File: config.mk
export PLATFORM = sky130hd
export DESIGN_NAME = ps2_tx
export DESIGN_NICKNAME = d
export VERILOG_FILES = /design/src/rtl/ps2_tx.sv
export SDC_FILE = /design/constraint.sdc
export NUM_CORES = 1
export LEC_CHECK = 0
export ABC_AREA = 1
export CAP_MARGIN = 25
export CELL_PAD_IN_SITES_DETAIL_PLACEMENT = 1
export CELL_PAD_IN_SITES_GLOBAL_PLACEMENT = 1
export CORE_MARGIN = 5
export CORE_UTILIZATION = 43
export CTS_CLUSTER_SIZE = 20
export DETAILED_ROUTE_END_ITERATION = 10
export GPL_ROUTABILITY_DRIVEN = 0
export GPL_TIMING_DRIVEN = 1
export PLACE_DENSITY_LB_ADDON = 0.25
export RECOVER_POWER = 50
export SLEW_MARGIN = 30
export SYNTH_ARGS = -nofsm -noshare
export SYNTH_HDL_FRONTEND = slang
export SYNTH_SLANG_ARGS = --single-unit
File: constraint.sdc
create_clock -name iCLK -period 2.7 [get_ports iCLK]
set_input_delay 0.405 -clock iCLK [delete_from_list [all_inputs] [get_ports iCLK]]
set_output_delay 0.405 -clock iCLK [all_outputs]
set_load 0.02 [all_outputs]
File: src/rtl/ps2_tx.sv
// PS/2 host-to-device transmitter: inhibit, request-to-send, 8 data bits LSB first, odd parity, stop, ACK.
// Define PS2TX_TIMEOUT_EN to add a whole-frame watchdog (TIMEOUT_CYCLES) that ends the frame with an error.
module ps2_tx #(
  parameter int unsigned INHIBIT_CYCLES = 5000,
  parameter int unsigned TIMEOUT_CYCLES = 750000
) (
  input  logic       iCLK,
  input  logic       iRST_N,
  input  logic       iPS2CLK,
  input  logic       iPS2DAT,
  input  logic       iSTART,
  input  logic [7:0] iDATA,
  output logic       oPS2CLK_OE,
  output logic       oPS2DAT_OE,
  output logic       oBUSY,
  output logic       oDONE,
  output logic       oERR
);

  localparam int unsigned IW = (INHIBIT_CYCLES > 1) ? $clog2(INHIBIT_CYCLES) : 1;
  localparam logic [IW-1:0] INH_LAST = IW'(INHIBIT_CYCLES - 1);

  if (INHIBIT_CYCLES < 1 || TIMEOUT_CYCLES < 2) begin : g_bad_param
    $error("ps2_tx: INHIBIT_CYCLES must be >= 1 and TIMEOUT_CYCLES >= 2");
  end

  typedef enum logic [2:0] {
    S_IDLE,
    S_INHIBIT,
    S_REQ,
    S_SEND,
    S_ACK,
    S_RELEASE
  } state_t;

  state_t r_state;
  state_t w_state_nxt;

  logic [2:0]    r_clk_sync;
  logic [1:0]    r_dat_sync;
  logic [IW-1:0] r_inh_cnt;
  logic [3:0]    r_bit_cnt;
  logic [7:0]    r_data;
  logic          r_par;
  logic          r_txbit;
  logic          r_nack;
  logic          r_done;
  logic          r_err;

  logic w_fall;
  logic w_clk_hi;
  logic w_dat_hi;
  logic w_accept;
  logic w_timeout;
  logic w_done_set;
  logic w_err_set;
  logic w_bit_sel;

  assign w_clk_hi = r_clk_sync[1];
  assign w_dat_hi = r_dat_sync[1];
  assign w_fall   = (r_clk_sync[2:1] == 2'b10);

  // oDONE is registered while the state is already IDLE, so busy has to cover that cycle too.
  assign oBUSY    = (r_state != S_IDLE) | r_done;
  assign w_accept = iSTART & ~oBUSY;
  assign oDONE    = r_done;
  assign oERR     = r_err;

`ifdef PS2TX_TIMEOUT_EN
  localparam int unsigned TW = (TIMEOUT_CYCLES > 1) ? $clog2(TIMEOUT_CYCLES) : 1;
  localparam logic [TW-1:0] TO_LAST = TW'(TIMEOUT_CYCLES - 1);

  logic [TW-1:0] r_wdog;
  logic          w_wd_active;

  assign w_wd_active = (r_state == S_REQ) || (r_state == S_SEND) ||
                       (r_state == S_ACK) || (r_state == S_RELEASE);
  assign w_timeout   = w_wd_active && (r_wdog == TO_LAST);

  always_ff @(posedge iCLK) begin
    if (!iRST_N) begin
      r_wdog <= '0;
    end else begin
      r_wdog <= w_wd_active ? r_wdog + 1'b1 : '0;
    end
  end
`else
  assign w_timeout = 1'b0;
`endif

  always_ff @(posedge iCLK) begin
    if (!iRST_N) begin
      r_state <= S_IDLE;
    end else begin
      r_state <= w_state_nxt;
    end
  end

  always_comb begin
    w_state_nxt = r_state;
    w_done_set  = 1'b0;
    w_err_set   = 1'b0;
    unique case (r_state)
      S_IDLE:    if (w_accept) w_state_nxt = S_INHIBIT;
      S_INHIBIT: if (r_inh_cnt == INH_LAST) w_state_nxt = S_REQ;
      S_REQ:     if (w_fall) w_state_nxt = S_SEND;
      S_SEND:    if (w_fall && r_bit_cnt == 4'd9) w_state_nxt = S_ACK;
      S_ACK:     if (w_fall) w_state_nxt = S_RELEASE;
      S_RELEASE: begin
        if (w_clk_hi && w_dat_hi) begin
          w_state_nxt = S_IDLE;
          w_done_set  = 1'b1;
          w_err_set   = r_nack;
        end
      end
      default:   w_state_nxt = S_IDLE;
    endcase
    if (w_timeout) begin
      w_state_nxt = S_IDLE;
      w_done_set  = 1'b1;
      w_err_set   = 1'b1;
    end
  end

  always_comb begin
    oPS2CLK_OE = 1'b0;
    oPS2DAT_OE = 1'b0;
    unique case (r_state)
      S_INHIBIT: begin
        oPS2CLK_OE = 1'b1;
        oPS2DAT_OE = (r_inh_cnt == INH_LAST);
      end
      S_REQ:     oPS2DAT_OE = 1'b1;
      S_SEND:    oPS2DAT_OE = ~r_txbit;
      default:   ;
    endcase
  end

  // r_bit_cnt holds falls seen so far; the bit selected here is the one for the next fall.
  always_comb begin
    w_bit_sel = 1'b1;
    if (r_bit_cnt < 4'd8) begin
      w_bit_sel = r_data[r_bit_cnt[2:0]];
    end else if (r_bit_cnt == 4'd8) begin
      w_bit_sel = r_par;
    end
  end

  always_ff @(posedge iCLK) begin
    if (!iRST_N) begin
      r_clk_sync <= '1;
      r_dat_sync <= '1;
      r_inh_cnt  <= '0;
      r_bit_cnt  <= '0;
      r_data     <= '0;
      r_par      <= 1'b0;
      r_txbit    <= 1'b0;
      r_nack     <= 1'b0;
      r_done     <= 1'b0;
      r_err      <= 1'b0;
    end else begin
      r_clk_sync <= {r_clk_sync[1:0], iPS2CLK};
      r_dat_sync <= {r_dat_sync[0], iPS2DAT};
      r_done     <= w_done_set;
      r_err      <= w_err_set;
      r_inh_cnt  <= (r_state == S_INHIBIT) ? r_inh_cnt + 1'b1 : '0;
      if (w_accept) begin
        r_data <= iDATA;
        r_par  <= ~^iDATA;
      end
      if (r_state == S_IDLE) begin
        r_bit_cnt <= '0;
        r_nack    <= 1'b0;
      end
      if ((r_state == S_REQ || r_state == S_SEND) && w_fall) begin
        r_bit_cnt <= r_bit_cnt + 1'b1;
        r_txbit   <= w_bit_sel;
      end
      if (r_state == S_ACK && w_fall) begin
        r_nack <= w_dat_hi;
      end
    end
  end

endmodule

==> results.md, run 1 <==
* Status: completed
* Wire length per cell at 13.1 um
* CTS tree: yes
* 1st-iter DRT viols at 75
* WP data required at 2.30 ns
* Clock Skews at 0.00682 ns
* Clock sink total at 38
* GRT overflow at 0
* Final Hold Vio Count at 0
* Leak at 0.000840 uW
* DR vias at 1,666
* Area grow syn2layout at 17.1%
* Setup_tns at 0 ns
* N_diodes at 0
* Vias in the first global route at 1,666
* Post-synthesis cell area at 1820 um2
* Longest Clk Path Bufs at 2
* Core area at 4060 um2
* Layout cell share with drive strength beyond 1 at 6.83%
* Port buffer count at 17
* Hold/Removal Path Class: reg -> reg
* Antenna violation net count after detailed routing at 0
* CP endpoint kind: output pin
* Starting density of the core at 44.8%
* Most frequent cells in the layout: nand2_1 (63), dfxtp_1 (38), nor2_1 (34)
* DRT Wirelength at 4290 um
* Clk root buf: clkbuf_8
* Global-route wire length before repair at 7530 um
* Nets at 294
* 1st-pass router iterations at 4
* Die width at 75.0 um
* Commonest non-fill, non-tap cell in the layout: nand2_1
* RSZ-0062 raised after global routing: false
* Worst-skew pair later-pin latency at 0.29 ns
* Vias/cell at 5.08
* Max VDD drop at 0.255 mV
* Post-synth net total at 271
* Mapped Avg Cell Area at 7.16 um2
* CTS Buf Count at 5
* Die area at 5630 um2
* Yosys warns at 0
* Kind of critical path: reg -> out
* Worst path arrival time at 1.92 ns
* Max Clk Rate at 0.430 GHz
* Pwr Density at 746 nW/um2
* Worst-Margin Slew at 0.520 ns
* Post_cts resized at 0
* Residual DRC at 0
* Final setup viols at 0
* Final Core Density at 52.5%
* I/O Pins at 18
* Pin count of the biggest net entering global routing at 18
* Clock slew at reported path FFs at 0.07 ns
* Critical path startpoint category: flop
* Dpl hpwl at 3180 um
* Sequential share of the synthesized area at 41.8%
* Row count at 23
* Total track usage at 17.8%
* Worst Path Max Fanout at 3
* Synth cell types at 30
* Gate Count Post-Synth at 254
* Max Cap Viol at 0
* CTS Hold Buffers Added at 0
* Fin crit share at 86.1%
* Final slew viol count at 0
* Post-CTS Setup Bufs at 0
* Tmin final at 2.32 ns
* Seq cells post-synth at 38
* Die Ht at 75.0 um
* Initial antenna violation count at 0
* Normalized max-slew margin at 65.3%
* H-tree depth at 2
-- registers in the layout, summed over array words and instances (netlist names) --
signal	count
r_inh_cnt	13
oDONE	1
r_bit_cnt	4
r_txbit	1
r_state	3
r_par	1
r_dat_sync	2
r_clk_sync	3
r_data	8
r_nack	1
oERR	1
-- cell families after synthesis --
group	synth area share (%)
simple gates	33.4
xor+xnor	3.85
compound gates	11.2
flops	41.8
fa+ha+maj	2.75
buf+inv	6.88
-- cell usage after synthesis --
| library cell | number | area, um2 |
|---|---|---|
| ha_1 | 4 | 50.1 |
| nor3_1 | 3 | 15.0 |
| inv_2 | 6 | 22.5 |
| nand3_1 | 18 | 90.1 |
| o21ai_0 | 11 | 55.1 |
| clkbuf_1 | 1 | 3.75 |
| nor2_1 | 31 | 116 |
| nand3_4 | 1 | 17.5 |
| nand3_2 | 1 | 10.0 |
| nor2_4 | 1 | 11.3 |
| dfxtp_1 | 38 | 761 |
| buf_2 | 1 | 5.00 |
| xnor2_1 | 4 | 35.0 |
| o221ai_1 | 1 | 8.76 |
| nand4_1 | 3 | 18.8 |
| a211oi_1 | 2 | 15.0 |
| o211a_1 | 1 | 10.0 |
| a21oi_1 | 22 | 110 |
| nor2_2 | 2 | 12.5 |
| xor2_1 | 4 | 35.0 |
| or2_2 | 4 | 25.0 |
| nand2_1 | 62 | 233 |
| nor3b_2 | 1 | 12.5 |
| nand2b_1 | 1 | 6.26 |
| nand3b_1 | 1 | 7.51 |
| and2_1 | 1 | 6.26 |
| nor3_2 | 2 | 20.0 |
| o21ai_1 | 1 | 5.00 |
| inv_1 | 25 | 93.8 |
| nand2_2 | 1 | 6.26 |
-- through the flow --
stage | area [um2] | total power [uW] | worst slack (ns) | instances | hold WS, ns
after floorplan | 1820 | 1020 | 0.952 | 254 | 0.393
final | 2130 | 1590 | 0.375 | 328 | 0.415
after CTS | 2160 | 1640 | 0.342 | 328 | 0.417
after global placement | 2050 | 1160 | 0.720 | 320 | 0.395
after global routing | 2130 | 1710 | 0.208 | 328 | 0.442
after detailed placement | 2050 | 1180 | 0.663 | 320 | 0.399
-- cell type report --
cell class              instances  area, um2
flip-flops and latches         38        761
clock buffers                   8        110
repair buffers                 18        174
fillers                       520       1930
inverters                      31        116
multi-input cells             183        905
well taps                      50       62.6
-- critical path: stages, from the launching register on --
cell and delay [ns]:
dfxtp_1 0.36, ha_1 0.21, nand2_1 0.07, nor2_1 0.09, nand3_1 0.12, o221ai_1 0.17, clkdlybuf4s50_1 0.63
-- per-layer routing --
| layer | GRT usage [%] | share of wire [%] | vias to the layer above |
|---|---|---|---|
| met5 | 0 | 0 | - |
| met4 | 5.34 | 1.4 | 0 |
| met3 | 4.81 | 3.1 | 6 |
| met2 | 29.9 | 48 | 18 |
| met1 | 22.2 | 47 | 782 |
| li1 | - | - | 860 |
-- power by group --
group	total (uW)	switching (uW)	internal, uW
Combinational	474	304	170
Clock	454	196	258
Sequential	661	43.4	618
-- path summary, 6_finish.rpt --
| check | from | end | slack [ns] | depth (start not counted) |
|---|---|---|---|---|
| hold reg to reg | r_dat_sync[0] | r_dat_sync[1] | 0.41 | 1 |
| setup / recovery | r_inh_cnt[0] | oPS2DAT_OE | 0.38 | 6 |
| setup reg to reg | r_state[0] | r_par | 0.74 | 7 |
| hold / removal | r_dat_sync[0] | r_dat_sync[1] | 0.41 | 1 |
Power figures use the tool's default switching activity.
==> run 2: changes to the inputs <==
- CAP_MARGIN: 25 -> 20
==> results of run 2 <==
No change in the layout: final DEF, timing and power equal those of run 1.
==> run 3: changes to the inputs <==
- ABC_AREA: 1 -> 0
- CORE_UTILIZATION: 43 -> 46
==> results.md, run 3 <==
* Status: completed (unchanged)
* Biggest regs: r_inh_cnt (13), r_data (8), r_bit_cnt (4) (unchanged)
* Antenna violation net count after detailed routing at 0 (unchanged)
* Worst path arrival time at 2.13 ns (was 1.92 ns)
* Placed Cells at 249 (was 320)
* Number of synthesized flops with an enable pin at 0 (unchanged)
* Port buffer count at 17 (unchanged)
* Most frequent cells after synthesis: dfxtp_1 (38), nor2_1 (23), xnor2_1 (12) (was nand2_1 (62), dfxtp_1 (38), nor2_1 (31))
* Max VDD drop at 0.495 mV (was 0.255 mV)
* Residual DRC at 0 (unchanged)
* Final Core Density at 56.4% (was 52.5%)
* Area grow syn2layout at 19.0% (was 17.1%)
* N_diodes at 0 (unchanged)
* Wire length per cell at 16.4 um (was 13.1 um)
* Post-synthesis cell area at 1730 um2 (was 1820 um2)
* 1st-iter DRT viols at 97 (was 75)
* Async S/R FF share, synth at 0% (unchanged)
* Internal at 910 uW (was 1050 uW)
* Layout cell share with drive strength beyond 1 at 8.61% (was 6.83%)
* Largest cells by area after synthesis: dfxtp_1 (44%), xnor2_1 (6.1%), nor2_1 (5.0%) (was dfxtp_1 (42%), nand2_1 (13%), nor2_1 (6.4%))
* Finished Layout Cells at 257 (was 328)
* Final worst-path setup slack at 0.163 ns (was 0.375 ns)
* Worst-skew pair later-pin latency at 0.30 ns (was 0.29 ns)
* Dpl hpwl at 2930 um (was 3180 um)
* I/O Pins at 18 (unchanged)
* Seq cells post-synth at 38 (unchanged)
* Final Hold Vio Count at 0 (unchanged)
* Clock Skews at 0.00410 ns (was 0.00682 ns)
* Max Cap Viol at 0 (unchanged)
* Fin crit share at 94.0% (was 86.1%)
* Gate Count Post-Synth at 187 (was 254)
* Starting density of the core at 47.4% (was 44.8%)
* Pwr Density at 576 nW/um2 (was 746 nW/um2)
* Final slew viol count at 0 (unchanged)
* WP data required at 2.30 ns (about the same)
* Kind of critical path: reg -> out (unchanged)
* Area of the multi-input gates at 920 um2 (was 905 um2)
* Initial antenna violation count at 0 (unchanged)
* Commonest non-fill, non-tap cell in the layout: dfxtp_1 (was nand2_1)
* Cell taking the most area after synthesis: dfxtp_1 (unchanged)
* FF+latch area at 761 um2 (unchanged)
* Sequential share of the synthesized area at 43.9% (was 41.8%)
* Sequential power share at 49.8% (was 41.6%)
* Row count at 22 (was 23)
* Normalized max-slew margin at 64.0% (was 65.3%)
* Post-CTS Setup Bufs at 0 (unchanged)
* Pin count of the biggest net entering global routing at 17 (was 18)
* Setup_tns at 0 ns (unchanged)
* DRT Wirelength at 4220 um (was 4290 um)
* Top-count cell post-synth: dfxtp_1 (was nand2_1)
* Vias in the first global route at 1,479 (was 1,666)
* CTS tree: yes (unchanged)
* Die area at 5100 um2 (was 5630 um2)
* Post-synth net total at 204 (was 271)
* CTS Buf Count at 5 (unchanged)
* Worst-Margin Slew at 0.540 ns (was 0.520 ns)
* Nets at 225 (was 294)
* H-tree depth at 2 (unchanged)
* Clock power frac at 40.2% (was 28.6%)
* RSZ-0062 raised after global routing: false (unchanged)
* CP endpoint kind: output pin (unchanged)
* Longest Clk Path Bufs at 2 (unchanged)
* Tmin final at 2.54 ns (was 2.32 ns)
* Pre-CTS WS at 0.196 ns (was 0.663 ns)
* Mapped Avg Cell Area at 9.27 um2 (was 7.16 um2)
* Vias/cell at 5.49 (was 5.08)
* Switching Share at 23.4% (was 34.2%)
* Die width at 71.4 um (was 75.0 um)
* Synth cell types at 37 (was 30)
* GRT overflow at 0 (unchanged)
* Clock sink total at 38 (unchanged)
* Yosys warns at 0 (unchanged)
* Clk root buf: clkbuf_8 (unchanged)
* Leak at 0.000753 uW (was 0.000840 uW)
* DR vias at 1,412 (was 1,666)
* Core area at 3660 um2 (was 4060 um2)
* Final setup viols at 0 (unchanged)
* Total track usage at 18.2% (was 17.8%)
* Global-route wire length before repair at 7130 um (was 7530 um)
* Hold/Removal Path Class: reg -> reg (unchanged)
* 1st-pass router iterations at 4 (unchanged)
* Max Clk Rate at 0.394 GHz (was 0.430 GHz)
* Top cell type's share of synthesized area at 43.9% (was 41.8%)
* Critical path startpoint category: flop (unchanged)
* Switching power at 277 uW (was 544 uW)
* Fillers at 421 (was 520)
* Top FF cell, synth: dfxtp_1 (unchanged)
* CTS Hold Buffers Added at 0 (unchanged)
* Biggest register: r_inh_cnt (unchanged)
* Most frequent cells in the layout: dfxtp_1 (38), nor2_1 (23), clkdlybuf4s50_1 (15) (was nand2_1 (63), dfxtp_1 (38), nor2_1 (34))
* Clock slew at reported path FFs at 0.07 ns (about the same)
* Die Ht at 71.4 um (was 75.0 um)
* Post_cts resized at 1 (was 0)
* Logic pwr share at 10.0% (was 29.8%)
* Worst Path Max Fanout at 6 (was 3)
* Number of flip-flops in the largest register at 13 (unchanged)
[run 3: changes by cell type in the layout (fill, tap and decap cells not counted), sizes merged, moves of 6 or more]
cell and delta:
xnor2 +8, nor2 -11, nand2b +7, a21oi -14
nand2 -53, mux2i +8, inv -25, nand3 -12
o21ai -6
[run 3: path summary, 6_finish.rpt]
kind / from / end / slack, ns / depth (start not counted)
hold reg to reg: r_dat_sync[0] / r_dat_sync[1] / 0.41 / 1
setup / recovery: r_inh_cnt[3] / oPS2DAT_OE / 0.16 / 5
setup reg to reg: r_bit_cnt[1] / r_txbit / 0.91 / 4
hold / removal: r_dat_sync[0] / r_dat_sync[1] / 0.41 / 1
[run 3: final cells by class]
class / count / area share (%)
multi-input combinational: 136 / 44.6
sequential: 38 / 36.9
timing repair buffer: 21 / 9.28
clock buffer: 5 / 3.34
tap: 48 / 2.91
clock inverter: 3 / 1.94
inverter: 6 / 1.09
[run 3: stage by stage]
stage               cell area (um2)  hold slack [ns]  power [uW]
floorplan                      1730            0.386         675
global placement               1960            0.396         720
detailed placement             1960            0.397         726
CTS                            2070            0.415        1200
global route                   2060            0.435        1240
finish                         2060            0.411        1190
[run 3: cells by family (layout without fill, tap and decap cells)]
group,count (synthesis),after routing,synth area share [%]
mux,11,11,7.86
flops,38,38,43.9
buf+inv,13,35,3.10
fa+ha+maj,4,4,2.89
compound gates,23,23,8.23
xor+xnor,15,15,7.58
simple gates,83,83,26.5
[run 3: power groups by stage]
stage	Sequential, uW	Clock [uW]	Combinational (uW)
2_1_floorplan	596	0	79.0
3_3_place_gp	602	0	118
3_5_place_dp	604	0	122
4_1_cts	591	488	124
5_1_grt	594	515	130
6_report	591	477	119
[run 3: worst max-delay path, stage by stage (launching register included)]
cell and delay (ns):
dfxtp_1 0.37, or4b_4 0.57, nor4_4 0.31, a22oi_1 0.13
nor2_1 0.11, dlygate4sd2_1 0.34
[run 3: routing by layer]
layer	global-route usage, %	part of all wire [%]	wire [um]	up-vias
met3	4.63	3.2	136	5
li1	-	-	-	691
met5	0	0	0	-
met2	30.8	50	2120	19
met4	6.26	1.6	68	0
met1	22.3	45	1900	697
